<file path="config.mk">
export PLATFORM = sky130hd
export DESIGN_NAME = oflow_mem_arbiter_ctrl
export DESIGN_NICKNAME = d
export VERILOG_FILES = /design/src/rtl/oflow_mem_arbiter_ctrl.sv
export SDC_FILE = /design/constraint.sdc
export NUM_CORES = 1
export LEC_CHECK = 0
export ABC_AREA = 0
export CORE_AREA = 2 2 692 694
export DETAILED_ROUTE_END_ITERATION = 10
export DIE_AREA = 0 0 694 696
export PLACE_DENSITY = 0.3
export SLEW_MARGIN = 25
export SYNTH_ARGS = -nofsm -noshare
export SYNTH_HDL_FRONTEND = slang
export SYNTH_SLANG_ARGS = --single-unit
</file>
<file path="constraint.sdc">
create_clock -name clk -period 2.2 [get_ports clk]
set_input_delay 0.44 -clock clk [delete_from_list [all_inputs] [get_ports clk]]
set_output_delay 0.44 -clock clk [all_outputs]
set_load 0.005 [all_outputs]
</file>
<file path="src/rtl/oflow_mem_arbiter_ctrl.sv">
// Arbiter/controller for the dual-port feature memory: round-robin write-pair vs read
// arbitration, registered active-low memory pins, frame fill tracking, fixed-latency reads.
module oflow_mem_arbiter_ctrl #(
  parameter int unsigned DATA_WIDTH_MEM = 290,
  parameter int unsigned ADDR_WIDTH     = 8,
  parameter int unsigned RAM_DEPTH      = 1 << ADDR_WIDTH,
  parameter int unsigned RD_LAT         = 1
) (
  input  logic                      clk,
  input  logic                      reset_N,
  input  logic                      frame_clear,
  input  logic                      wr_valid,
  output logic                      wr_ready,
  input  logic [DATA_WIDTH_MEM-1:0] wr_data_0,
  input  logic [DATA_WIDTH_MEM-1:0] wr_data_1,
  input  logic                      wr_last,
  input  logic                      rd_valid,
  output logic                      rd_ready,
  input  logic [ADDR_WIDTH-1:0]     rd_addr,
  output logic                      rd_rsp_valid,
  output logic [DATA_WIDTH_MEM-1:0] rd_rsp_data,
  output logic                      rd_rsp_oob,
  output logic [ADDR_WIDTH:0]       wr_count,
  output logic                      frame_done,
  output logic [ADDR_WIDTH-1:0]     mem_address_0,
  output logic [ADDR_WIDTH-1:0]     mem_address_1,
  output logic [DATA_WIDTH_MEM-1:0] mem_data_in_0,
  output logic [DATA_WIDTH_MEM-1:0] mem_data_in_1,
  output logic                      mem_csb_0,
  output logic                      mem_web_0,
  output logic                      mem_oeb_0,
  output logic                      mem_csb_1,
  output logic                      mem_web_1,
  output logic                      mem_oeb_1,
  input  logic [DATA_WIDTH_MEM-1:0] mem_data_out_0
);

  localparam int unsigned CW = ADDR_WIDTH + 1;
  localparam int unsigned PL = RD_LAT + 1;
  localparam logic [CW-1:0] WR_LIMIT  = CW'(RAM_DEPTH - 2);
  localparam logic [CW-1:0] DEPTH_CNT = CW'(RAM_DEPTH);

  typedef enum logic [1:0] {S_IDLE, S_FILL, S_DONE, S_FULL} state_e;
  typedef enum logic {G_READ, G_WRITE} grant_e;

  state_e                    state_q, state_d;
  grant_e                    last_grant_q, last_grant_d;
  logic [CW-1:0]             wr_count_q, wr_count_d;
  logic [ADDR_WIDTH-1:0]     mem_address_0_q, mem_address_0_d;
  logic [ADDR_WIDTH-1:0]     mem_address_1_q, mem_address_1_d;
  logic [DATA_WIDTH_MEM-1:0] mem_data_in_0_q, mem_data_in_0_d;
  logic [DATA_WIDTH_MEM-1:0] mem_data_in_1_q, mem_data_in_1_d;
  logic                      mem_csb_0_q, mem_csb_0_d, mem_web_0_q, mem_web_0_d;
  logic                      mem_oeb_0_q, mem_oeb_0_d, mem_csb_1_q, mem_csb_1_d;
  logic                      mem_web_1_q, mem_web_1_d, mem_oeb_1_q, mem_oeb_1_d;
  logic [PL-1:0]             rd_pipe_q, rd_pipe_d;
  logic [PL-1:0]             oob_pipe_q, oob_pipe_d;
  logic                      rd_rsp_valid_q, rd_rsp_valid_d;
  logic [DATA_WIDTH_MEM-1:0] rd_rsp_data_q, rd_rsp_data_d;
  logic                      rd_rsp_oob_q, rd_rsp_oob_d;
  logic                      frame_done_q, frame_done_d;

  logic wr_elig, wr_req, rd_req, wr_gnt, rd_gnt;

  // Round-robin grant; frame_clear suppresses all grants in its cycle
  always_comb begin
    wr_elig = ((state_q == S_IDLE) || (state_q == S_FILL)) && (wr_count_q <= WR_LIMIT);
    wr_req  = wr_valid && wr_elig && !frame_clear;
    rd_req  = rd_valid && !frame_clear;
    wr_gnt  = wr_req && (!rd_req || (last_grant_q == G_READ));
    rd_gnt  = rd_req && !wr_gnt;
  end

  assign wr_ready = wr_gnt;
  assign rd_ready = rd_gnt;

  always_comb begin
    state_d         = state_q;
    last_grant_d    = last_grant_q;
    wr_count_d      = wr_count_q;
    mem_address_0_d = '0;
    mem_address_1_d = '0;
    mem_data_in_0_d = '0;
    mem_data_in_1_d = '0;
    mem_csb_0_d     = 1'b1;
    mem_web_0_d     = 1'b1;
    mem_oeb_0_d     = 1'b1;
    mem_csb_1_d     = 1'b1;
    mem_web_1_d     = 1'b1;
    mem_oeb_1_d     = 1'b1;
    rd_pipe_d       = {rd_pipe_q[PL-2:0], rd_gnt};
    oob_pipe_d      = {oob_pipe_q[PL-2:0], (CW'(rd_addr) >= wr_count_q)};
    rd_rsp_valid_d  = rd_pipe_q[PL-1];
    rd_rsp_data_d   = rd_rsp_data_q;
    rd_rsp_oob_d    = 1'b0;

    // Memory data is valid in the last pipeline stage
    if (rd_pipe_q[PL-1]) begin
      rd_rsp_data_d = mem_data_out_0;
      rd_rsp_oob_d  = oob_pipe_q[PL-1];
    end

    if (wr_gnt) begin
      last_grant_d    = G_WRITE;
      wr_count_d      = wr_count_q + CW'(2);
      mem_address_0_d = wr_count_q[ADDR_WIDTH-1:0];
      mem_address_1_d = wr_count_q[ADDR_WIDTH-1:0] + ADDR_WIDTH'(1);
      mem_data_in_0_d = wr_data_0;
      mem_data_in_1_d = wr_data_1;
      mem_csb_0_d     = 1'b0;
      mem_web_0_d     = 1'b0;
      mem_csb_1_d     = 1'b0;
      mem_web_1_d     = 1'b0;
      if (state_q == S_IDLE) begin
        state_d = S_FILL;
      end else if (wr_last) begin
        state_d = S_DONE;
      end else if ((wr_count_q + CW'(2)) == DEPTH_CNT) begin
        state_d = S_FULL;
      end
    end

    if (rd_gnt) begin
      last_grant_d    = G_READ;
      mem_address_0_d = rd_addr;
      mem_csb_0_d     = 1'b0;
      mem_oeb_0_d     = 1'b0;
    end

    if (frame_clear) begin
      state_d    = S_IDLE;
      wr_count_d = '0;
    end

    frame_done_d = (state_d == S_DONE) || (state_d == S_FULL);
  end

  always_ff @(posedge clk) begin
    if (reset_N) begin
      state_q         <= S_IDLE;
      last_grant_q    <= G_READ;
      wr_count_q      <= '0;
      mem_address_0_q <= '0;
      mem_address_1_q <= '0;
      mem_data_in_0_q <= '0;
      mem_data_in_1_q <= '0;
      mem_csb_0_q     <= 1'b1;
      mem_web_0_q     <= 1'b1;
      mem_oeb_0_q     <= 1'b1;
      mem_csb_1_q     <= 1'b1;
      mem_web_1_q     <= 1'b1;
      mem_oeb_1_q     <= 1'b1;
      rd_pipe_q       <= '0;
      oob_pipe_q      <= '0;
      rd_rsp_valid_q  <= 1'b0;
      rd_rsp_data_q   <= '0;
      rd_rsp_oob_q    <= 1'b0;
      frame_done_q    <= 1'b0;
    end else begin
      state_q         <= state_d;
      last_grant_q    <= last_grant_d;
      wr_count_q      <= wr_count_d;
      mem_address_0_q <= mem_address_0_d;
      mem_address_1_q <= mem_address_1_d;
      mem_data_in_0_q <= mem_data_in_0_d;
      mem_data_in_1_q <= mem_data_in_1_d;
      mem_csb_0_q     <= mem_csb_0_d;
      mem_web_0_q     <= mem_web_0_d;
      mem_oeb_0_q     <= mem_oeb_0_d;
      mem_csb_1_q     <= mem_csb_1_d;
      mem_web_1_q     <= mem_web_1_d;
      mem_oeb_1_q     <= mem_oeb_1_d;
      rd_pipe_q       <= rd_pipe_d;
      oob_pipe_q      <= oob_pipe_d;
      rd_rsp_valid_q  <= rd_rsp_valid_d;
      rd_rsp_data_q   <= rd_rsp_data_d;
      rd_rsp_oob_q    <= rd_rsp_oob_d;
      frame_done_q    <= frame_done_d;
    end
  end

  assign wr_count      = wr_count_q;
  assign frame_done    = frame_done_q;
  assign mem_address_0 = mem_address_0_q;
  assign mem_address_1 = mem_address_1_q;
  assign mem_data_in_0 = mem_data_in_0_q;
  assign mem_data_in_1 = mem_data_in_1_q;
  assign mem_csb_0     = mem_csb_0_q;
  assign mem_web_0     = mem_web_0_q;
  assign mem_oeb_0     = mem_oeb_0_q;
  assign mem_csb_1     = mem_csb_1_q;
  assign mem_web_1     = mem_web_1_q;
  assign mem_oeb_1     = mem_oeb_1_q;
  assign rd_rsp_valid  = rd_rsp_valid_q;
  assign rd_rsp_data   = rd_rsp_data_q;
  assign rd_rsp_oob    = rd_rsp_oob_q;

endmodule
</file>
Word level (Yosys, flattened, before mapping)
Cells that the tools add are included.
{ "classes": {"eq_ne": 4, "reduce_logical": 17, "order_cmp": 2, "n_bitwise": 3, "n_addsub": 2, "mux": 10} }
{ "ops": {"columns": ["op", "n"], "rows": [
  ["2-to-1 mux 8 bit", 2],
  ["2-to-1 mux 2 bit", 5],
  ["adder 9 x 2 -> 9 bit (second input constant)", 1],
  ["== test 9 bit (second input constant)", 1],
  ["greater-or-equal comparator 8 x 9 -> 1 bit", 1],
  ["less-or-equal comparator 9 x 8 -> 1 bit (second input constant)", 1],
  ["adder 8 x 1 -> 8 bit (second input constant)", 1],
  ["OR reduction 2 bit", 4],
  ["logical AND 1 bit", 6],
  ["== test 2 bit (second input constant)", 2],
  ["logical NOT 1 bit", 3],
  ["logical OR 1 bit", 3],
  ["2-to-1 mux 1 bit", 3],
  ["inverter 1 bit", 3],
  ["== test 2 x 1 -> 1 bit (second input constant)", 1],
  ["logical NOT 2 bit", 1]
]} }
{ "word_totals": {"register_bits": 908, "inputBits": 884, "out_inout_bits": 906, "elab_cells": 54} }

Longest topological paths before layout
{ "depth": {"depth_word": 10, "depth_mapped": 10, "mapped_depth_nobuf": 6} }

Worst setup path before layout
Ideal clock, no wire load.
{ "synth_timing": {"path_type": "input port to flip-flop", "startpoint": "input port frame_clear", "endpoint": "register mem_data_in_0_q[101] (netlist: mem_data_in_0[101])", "required_time_ns": 2.141, "n_path_buf": 4, "setup_slack_ns": 0.396, "cell_stages": 10, "t_arrival_ns": 1.745, "path_cell_list": "nor4b_4 nand2_2 clkinv_2 nand2b_1 buf_6 clkinv_2 buf_8 buf_8 buf_6 and2_1"} }
{ "synth_between": {"elab_chain_cells": 7} }
{ "synth_lines": {"columns": ["item", "line_no", "source"], "rows": [
  ["start, declared", "11", "input logic frame_clear,"],
  ["logical NOT 1 bit *", "68, 69", null],
  ["logical AND 1 bit", "69", "rd_req = rd_valid && !frame_clear;"],
  ["logical NOT 1 bit", "70", "wr_gnt = wr_req && (!rd_req || (last_grant_q == G_READ));"],
  ["logical OR 1 bit", "70", null],
  ["logical AND 1 bit *", "70", null],
  ["named net wr_ready", "13", "output logic wr_ready,"],
  ["inverter 1 bit (no line) *", null, null],
  ["OR reduction 2 bit (no line) *", null, null],
  ["end signal, assigned", "165", "mem_data_in_0_q <= mem_data_in_0_d;"],
  ["end, declared", "51", "logic [DATA_WIDTH_MEM-1:0] mem_data_in_0_q, mem_data_in_0_d;"]
]} }
The timed path passes the listed nets; every way through them passes the cells marked *.
A chain may end at the register's enable or synchronous reset.

Worst setup path after layout
{ "layout_timing": {"startpoint": "register wr_count_q[8] (netlist: wr_count[8])", "endpoint": "output port rd_ready"} }
{ "layout_between": {"elab_chain_cells": 7} }
{ "layout_lines": {"columns": ["item", "line_no", "source"], "rows": [
  ["start, declared", "48", "logic [CW-1:0] wr_count_q, wr_count_d;"],
  ["start signal, assigned", "162", "wr_count_q <= wr_count_d;"],
  ["less-or-equal comparator 9 x 8 -> 1 bit", "67", "wr_elig = ((state_q == S_IDLE) || (state_q == S_FILL)) && (wr_count_q <= WR_LIMIT);"],
  ["logical AND 1 bit", "67", null],
  ["logical AND 1 bit (2 in a row)", "68", "wr_req = wr_valid && wr_elig && !frame_clear;"],
  ["logical AND 1 bit", "70", null],
  ["logical NOT 1 bit", "71", "rd_gnt = rd_req && !wr_gnt;"],
  ["logical AND 1 bit", "71", null],
  ["end, declared", "18", "output logic rd_ready,"]
]} }
No other way between the ends.

==> impl_metrics.tcl <==
set metrics [dict create \
    place_hpwl_um 289000 \
    path_delay_family "simple AND/OR/NAND/NOR gates" \
    critPathSlowestCell "nor3b_4" \
    leakagePower_nw 23.2 \
    worstSetupPathType "reg -> out" \
    fin_crit_sh 1.12 \
    power_frac_comb 0.087 \
    row_count 254 \
    layout_commonest_cell "clkdlybuf4s50_1" \
    path_cells "nor4b_4 -> nand2_2 -> inv_4 -> buf_6 -> nor3b_4 -> buf_12" \
    hold_depth 2 \
    cts.sinks 907 \
    setup_violations 2 \
    critPathRequiredTime_ns 1.76 \
    first_global_vias 26000 \
    maxCapViolCount 0 \
    antenna_found_initial 307 \
    worstSkewPairLatency_ns 0.88 \
    rr_worst_depth 10 \
    power_density_nw_per_um2 794 \
    syn_inst 2304 \
    cts_root_buf "clkbuf_16" \
    drt_iter0_drc 1178 \
    dieHeight_um 696 \
    ir_drop_uv 496 \
    routed_via_density 2.39 \
    synth_top_flop_cell "dfxtp_1" \
    area_growth_pct 111 \
    initial_core_util 0.0573 \
    clockBufferDepth 4 \
    vias 25400 \
    synth.net_count 3197 \
    setup_tns_ns -0.486 \
    yosys-top-cells-area "dfxtp_1, and2_1, mux2i_1, nor2_1, buf_6" \
    clk_pin_slew_ns 0.06 \
    cp_max_fo 2 \
    holdPathEnd "mem_data_in_0[120]" \
    r2r_slack_ns 0.19 \
    portBuffers 1787 \
    synth_cell_types 41 \
    startpoint_type "flop" \
    grt_first_pass_wirelength_um 386000 \
    placed_cell_area_sq_um 53000 \
    drive_above_1_share 0.129 \
    synth_top_cell_by_area "dfxtp_1" \
    most-common-layout-cells "clkdlybuf4s50_1, dfxtp_1, dlygate4sd2_1" \
    cp-end-kind "primary output" \
    seq_power_share 0.374 \
    n_fill_cell 54400 \
    dp_slack_ns -0.581 \
    dp.cells 10300 \
    yosysWarnings 0 \
    dieArea_sq_um 483000 \
    ys_ff_latch 907 \
    clockPowerShare 0.539 \
    synth_area_sq_um 27300 \
    grt_max_degree 171 \
    fin_util 0.121 \
    rsz0062_at_grt "yes" \
    yosysTopAreaCellShare 0.665 \
    wl_per_cell_um 30.7 \
    hold_start "wr_data_0[120]" \
    gp_congestion 0.927 \
    timing.rr.start "state_q[1]" \
    switching_share 0.253 \
    status "finished, violations left" \
    clock.fmax_ghz 0.408 \
    async_flop_share 0 \
    p_sw_mw 11.6 \
    htree_levels 4 \
    final-max-slew-violation-count 0 \
    final_cell_area_sq_um 57600 \
    synth_edf_count 0 \
    r2r-end "mem_data_in_0[213]" \
    core_area_sq_um 476000 \
    postRouteAntennaNets 0 \
    avgSynthCellArea_sq_um 11.8 \
    numCtsBuffers 141 \
    ios 1790 \
    arrival_ns 2.01 \
    slowest_delay_ns 0.37 \
    finalHoldWorstSlack_ns 0.125 \
    drtPass1Iterations 5 \
    drt-total-wl_um 327000 \
    p_total_mw 45.7 \
    critical_path_buf_inv_count 3 \
    grt_util_all_layers 0.130 \
    violations "setup timing" \
    hold_path_class "in -> reg" \
    fin_nets 5085 \
    fin_ws_ns -0.253 \
    die_w_um 694 \
    fin_skew_ns 0.0509 \
    p_int_mw 34.2 \
    route.detailed.drc 0 \
    period_minus_slack_ns 2.45 \
    max_slew_margin 0.286 \
    stdcell_count 10600 \
    synth_seq_area_share 0.665 \
    hold_viol 0 \
    grt.overflow.total 0 \
    cts_tree "done" \
    worst_pin_slew_ns 1.07 \
]
[worst max-delay path by stage]
stage,end,start,cells after the start
after CTS,rd_ready,wr_count[8],6
after floorplan,mem_data_in_0[101],frame_clear,10
after global routing,rd_ready,wr_count[8],6
after global placement,rd_ready,frame_clear,7
final,rd_ready,wr_count[8],6
after detailed placement,mem_data_in_1[93],frame_clear,9
[synthesized netlist by cell type (all sizes together), types with 2 or more instances]
cell type	count
nor4b	2
mux2i	290
ha	9
nand4	4
clkinv	2
conb	2
nor2b	3
nand2	5
and2	585
and3	2
or2	2
xnor2	7
nor2	308
dfxtp	907
o21ai	2
clkbuf	65
buf	72
nand2b	2
nand3	2
a22o	7
nor3	3
a21oi	5
inv	8
[sequential cells by signal (all words and copies together), names as in the netlist, 8 cells and up]
register,flops
mem_address_0,8
mem_address_1,8
mem_data_in_1,290
rd_rsp_data,290
mem_data_in_0,290
wr_count,8
[power groups by stage]
stage / Sequential [mW] / Combinational [mW] / Clock [mW]
5_1_grt: 17.1 / 4.23 / 26.3
3_5_place_dp: 17.5 / 4.29 / 0
4_1_cts: 17.1 / 4.12 / 25.9
3_3_place_gp: 17.5 / 4.32 / 0
6_report: 17.1 / 4.00 / 24.6
2_1_floorplan: 17.4 / 0.653 / 0
[routing by layer]
metal / routed length [um] / track usage
met1: 131000 / 0.152
met2: 151000 / 0.214
met3: 37600 / 0.0657
met4: 6330 / 0.0216
met5: 534 / 0
[logic make-up (layout without fill, tap and decap cells)]
family	count (synthesis)	after routing	share of synthesized area
AO/OA/AOI/OAI	21	21	0.00569
XOR/XNOR	7	7	0.00225
adder cells (fa/ha/maj)	9	9	0.00413
buffers and inverters	147	2147	0.0326
flip-flops	907	907	0.665
multiplexers	290	290	0.106
other	2	65	0.000275
AND/OR/NAND/NOR	921	921	0.183
[worst register-to-register path: stages, from the launching register on]
cell and delay (ns):
dfxtp_4 0.34, nor4b_4 0.31, nand2_2 0.12, inv_4 0.07, buf_4 0.09, nand2b_1 0.08, buf_12 0.15, clkinv_16 0.12
buf_16 0.29, buf_12 0.22, and2_1 0.20
[area by class of cell]
| class | instances | area, sq um | area share |
|---|---|---|---|
| diodes | 63 | 158 | 0.00274 |
| clock buffers | 193 | 4080 | 0.0708 |
| clock inverters | 62 | 873 | 0.0152 |
| inverters | 10 | 66.3 | 0.00115 |
| multi-input cells | 1250 | 8260 | 0.143 |
| flip-flops and latches | 907 | 18300 | 0.317 |
| well taps | 6272 | 7850 | 0.136 |
| repair buffers | 1882 | 18000 | 0.313 |
[repair_timing]
action                                   CTS  global route
buffers inserted                           6             3
hold endpoints to repair                   6             0
cloned                                     0             1
endpoints found under the setup margin   806             5
hold buffers                               1             0
pin swaps                                  1             3
resized for setup                       1102             7
Note: power is estimated with default switching activity, not from simulation.
